$ cat src/rtl/el2_dec_gpr_wb_queue.sv
// Write-back queue for late GPR results (non-blocking loads, divider).
// Buffers results in order and drains one per cycle onto GPR write port 2.
module el2_dec_gpr_wb_queue #(
  parameter int unsigned DEPTH = 4
) (
  input  logic        clk,
  input  logic        rst_l,
  input  logic        scan_mode,
  input  logic        lsu_nb_valid,
  input  logic [4:0]  lsu_nb_rd,
  input  logic [31:0] lsu_nb_data,
  input  logic        div_valid,
  input  logic [4:0]  div_rd,
  input  logic [31:0] div_data,
  input  logic        port_free,
  output logic        wb_ready,
  output logic        wen2,
  output logic [4:0]  waddr2,
  output logic [31:0] wd2,
  output logic [31:1] gpr_pend,
  output logic        wb_empty
);

  localparam int unsigned PW = $clog2(DEPTH);
  localparam int unsigned CW = PW + 1;

  logic [PW-1:0] wr_ptr;
  logic [PW-1:0] rd_ptr;
  logic [CW-1:0] count;
  logic [CW-1:0] count_next;
  logic [4:0]    rd_q   [DEPTH];
  logic [31:0]   data_q [DEPTH];

  logic          lsu_keep;
  logic          div_keep;
  logic          drain;
  logic [PW-1:0] div_slot;
  logic [PW-1:0] wr_adv;
  logic [DEPTH-1:0] ent_valid;
  logic [PW-1:0] off;

  logic unused_scan;
  assign unused_scan = scan_mode;

  // Writes to x0 are architecturally dead, so they never occupy a slot.
  assign lsu_keep   = lsu_nb_valid & (lsu_nb_rd != 5'd0);
  assign div_keep   = div_valid & (div_rd != 5'd0);
  assign drain      = (count != CW'(0)) & port_free;
  assign div_slot   = wr_ptr + PW'(lsu_keep);
  assign wr_adv     = PW'({1'b0, lsu_keep} + {1'b0, div_keep});
  assign count_next = count + CW'(lsu_keep) + CW'(div_keep) - CW'(drain);

  always_ff @(posedge clk or negedge rst_l) begin
    if (!rst_l) begin
      wr_ptr <= '0;
      rd_ptr <= '0;
      count  <= '0;
    end else begin
      wr_ptr <= wr_ptr + wr_adv;
      rd_ptr <= rd_ptr + PW'(drain);
      count  <= count_next;
    end
  end

  // Payload storage; validity comes only from count/rd_ptr, so no reset needed.
  always_ff @(posedge clk) begin
    if (lsu_keep) begin
      rd_q[wr_ptr]   <= lsu_nb_rd;
      data_q[wr_ptr] <= lsu_nb_data;
    end
    if (div_keep) begin
      rd_q[div_slot]   <= div_rd;
      data_q[div_slot] <= div_data;
    end
  end

  // An entry is live when its distance from the head is below count.
  always_comb begin
    ent_valid = '0;
    off       = '0;
    for (int i = 0; i < DEPTH; i++) begin
      off          = PW'(i) - rd_ptr;
      ent_valid[i] = (CW'(off) < count);
    end
  end

  always_comb begin
    gpr_pend = '0;
    for (int j = 1; j < 32; j++) begin
      for (int i = 0; i < DEPTH; i++) begin
        if (ent_valid[i] && (rd_q[i] == 5'(j))) gpr_pend[j] = 1'b1;
      end
    end
  end

  assign wen2     = drain;
  assign waddr2   = drain ? rd_q[rd_ptr]   : 5'd0;
  assign wd2      = drain ? data_q[rd_ptr] : 32'd0;
  assign wb_empty = (count == CW'(0));
  assign wb_ready = (count <= CW'(DEPTH - 2));

`ifdef RV_ASSERT_ON
  logic [CW:0] occ_next;
  assign occ_next = {1'b0, count} + (CW+1)'(lsu_keep) + (CW+1)'(div_keep) - (CW+1)'(drain);
  assert property (@(posedge clk) disable iff (!rst_l) (occ_next <= (CW+1)'(DEPTH)));
`endif

endmodule

$ cat config.mk
export PLATFORM = sky130hd
export DESIGN_NAME = el2_dec_gpr_wb_queue
export DESIGN_NICKNAME = d
export VERILOG_FILES = /design/src/rtl/el2_dec_gpr_wb_queue.sv
export SDC_FILE = /design/constraint.sdc
export NUM_CORES = 1
export LEC_CHECK = 0
export CAP_MARGIN = 25
export CORE_MARGIN = 4
export CORE_UTILIZATION = 49
export CTS_CLUSTER_DIAMETER = 80
export DETAILED_ROUTE_END_ITERATION = 10
export PLACE_DENSITY = 0.76
export SETUP_SLACK_MARGIN = 0.15
export SYNTH_ARGS = -nofsm -noshare
export SYNTH_HDL_FRONTEND = slang
export SYNTH_SLANG_ARGS = --single-unit
$ cat constraint.sdc
create_clock -name clk -period 3.9 [get_ports clk]
set_clock_uncertainty 0.15 [all_clocks]
set_input_delay 0.975 -clock clk [delete_from_list [all_inputs] [get_ports clk]]
set_output_delay 0.975 -clock clk [all_outputs]
set_load 0.01 [all_outputs]
==> results_dict.tcl <==
set metrics [dict create \
    reg2reg_to "count[1]" \
    peakVddDrop_uv 365 \
    synth_cell_type_count 41 \
    syn_area_per_cell_um2 14.5 \
    route.met3.wl_mm 1.91 \
    final_common_cell "edfxtp_1" \
    worst-endpoint-arrival_ns 2.55 \
    synth_top_family_by_area "multiplexers" \
    synth.mux.area_fraction_pct 28.6 \
    stdcell_area_mm2 0.0120 \
    avgViaCountPerCell 6.09 \
    slew_viol_final 0 \
    placed_cells 1018 \
    seq_area_frac_synth_pct 50.1 \
    ant_nets 0 \
    wire_per_inst_um 23.0 \
    dpl.hpwl_mm 16.6 \
    cts_tree "yes" \
    slew-limit-headroom_pct 71.5 \
    wl_met1_mm 9.54 \
    setup_slack_ns 0.224 \
    portBuffers 149 \
    drive_gt1_share_pct 31.6 \
    p_leak_nw 4.37 \
    synth_fa_ha_area_share_pct 1.74 \
    clk_latency_ns 0.41 \
    vias 6427 \
    grt_max_degree 43 \
    tns_ns 0 \
    gp_congestion 0.922 \
    r2r_slack_ns 1.08 \
    numCtsBuffers 17 \
    nNetsFinal 905 \
    fin_crit_sh_pct 94.2 \
    layout.cells.non_filler 1056 \
    setup_violations 0 \
    worstHoldPathType "flip-flop to flip-flop" \
    grt_usage_pct 22.5 \
    placeableCoreArea_mm2 0.0182 \
    min_period_ns 3.68 \
    die_w_um 145 \
    postLayoutCoreUtil_pct 66.0 \
    crit_fanout 16 \
    boundaryPins 151 \
    post-route-drc-count 0 \
    highest_layer "met4" \
    worst_hold_slack_ns 0.547 \
    dpl_worst_slack_ns -0.160 \
    synth-compound-area-share_pct 6.47 \
    crit_start "rd_ptr[1]" \
    die_y_um 145 \
    dieArea_mm2 0.0211 \
    start_kind "flip-flop" \
    wl_mm 24.3 \
    place_area_mm2 0.0113 \
    ys_async_sr_fraction_pct 4.52 \
    status "completed" \
    synth-edff-count 148 \
    synth_top_area_cell "edfxtp_1" \
    row_count 49 \
    clockBufferDepth 2 \
    fmax_ghz 0.272 \
    routed-wl-met2_mm 12.4 \
    synthSimpleGateAreaFrac_pct 8.68 \
    clock-sinks 155 \
    clk_pin_slew_worst_paths_ns 0.06 \
    syn_inst 636 \
    start_util_pct 50.7 \
    grt_pass1_wl_mm 37.6 \
    holdBufCountCts 0 \
    netlist_area_mm2 0.00923 \
    rsz0062_at_grt "true" \
    critPathRequiredTime_ns 2.77 \
    crit-reg2reg-launch "count[2]" \
    yosys-top-cells-area "edfxtp_1, mux4_2, mux2_2" \
    synth_xor_area_share_pct 0.570 \
    first_iter_violations 446 \
    maxCapViolations 0 \
    synth_top_cell_area_share_pct 48.2 \
    synth_nets 727 \
    grt_overflow 0 \
    htreeDepth 4 \
    critPathKind "flip-flop to output pin" \
    endpoint_kind "output pin" \
    ys_seq_elements 155 \
    hp-start "wr_ptr[1]" \
    grt_antenna_before_repair 0 \
    rr_worst_depth 8 \
    yosys_warnings 0 \
    setup.worst_path.end "gpr_pend[16]" \
    hold_viol 0 \
    p_per_area_mw_per_mm2 795 \
    tightest_slew_ns 0.425 \
    synth_top_flop_cell "edfxtp_1" \
    diodes 0 \
    first_global_vias 6878 \
    firstDrtPassIters 5 \
    layout_common_cells "edfxtp_1, clkdlybuf4s50_1, mux2_2, nor2b_1" \
    cts-root-buf "clkbuf_16" \
    power_mw 9.55 \
    syn2layout_area_growth_pct 30.3 \
]
==> power breakdown <==
group	total (mW)	switching, mW	internal (mW)
logic	4.85	2.39	2.46
clock network	1.71	0.640	1.07
registers	3.00	0.335	2.67
total	9.55	3.36	6.19
==> worst max-delay path: stages, from the launching register on <==
cell	delay (ns)
dfrtp_2	0.44
xor2_2	0.19
buf_4	0.14
ha_1	0.26
nand2b_1	0.10
o221ai_1	0.17
buf_4	0.25
o22ai_1	0.11
nand3b_1	0.17
dlygate4sd2_1	0.30
==> kinds of logic after synthesis <==
kind of cell | after synthesis
adder cells (fa/ha/maj) | 11
AO/OA/AOI/OAI | 75
flip-flops | 155
buffers and inverters | 53
AND/OR/NAND/NOR | 151
XOR/XNOR | 6
multiplexers | 185
==> cell usage after synthesis (6+ instances only) <==
cell / n
a22oi_1: 30
buf_12: 6
buf_2: 8
clkbuf_1: 15
dfrtp_1: 7
edfxtp_1: 148
ha_1: 8
inv_1: 13
mux2_1: 38
mux2_2: 72
mux2_4: 38
mux4_2: 37
nand2_1: 27
nand2b_1: 13
nand3_1: 16
nor2_1: 22
nor2b_1: 50
nor3_1: 13
o221ai_1: 31
==> sequential cells by signal (all words and copies together) (netlist names) <==
name and count:
data_q 128, rd_q 20, count 3, rd_ptr 2
wr_ptr 2
==> how the worst min path moves through the flow <==
stage	cells after the start	slack, ns	to
after detailed placement	1	0.51	wr_ptr[1]
after global placement	1	0.51	wr_ptr[1]
after CTS	1	0.54	wr_ptr[1]
after floorplan	1	0.31	rd_ptr[0]
after global routing	1	0.57	wr_ptr[1]
final	1	0.55	wr_ptr[1]
==> area by class of cell <==
class                      count  area, um^2
clock inverter                13         175
timing repair buffer         198        2040
clock buffer                  19         433
tap                          229         287
fill                        1247        6190
sequential                   155        4620
multi-input combinational    428        4410
inverter                      14        53.8
==> repair_timing <==
| item | in CTS | in global routing |
|---|---|---|
| pin swaps | 0 | 1 |
| setup endpoints to repair | 32 | 30 |
| resized for setup | 35 | 28 |
| setup buffers | 4 | 2 |
==> per-layer routing <==
metal,track usage [%],vias up
li1,-,2895
met1,27.8,3195
met2,39.6,298
met3,4.58,39
met4,7.69,0
met5,0,-
No activity file was read; power rests on OpenSTA's default activity.
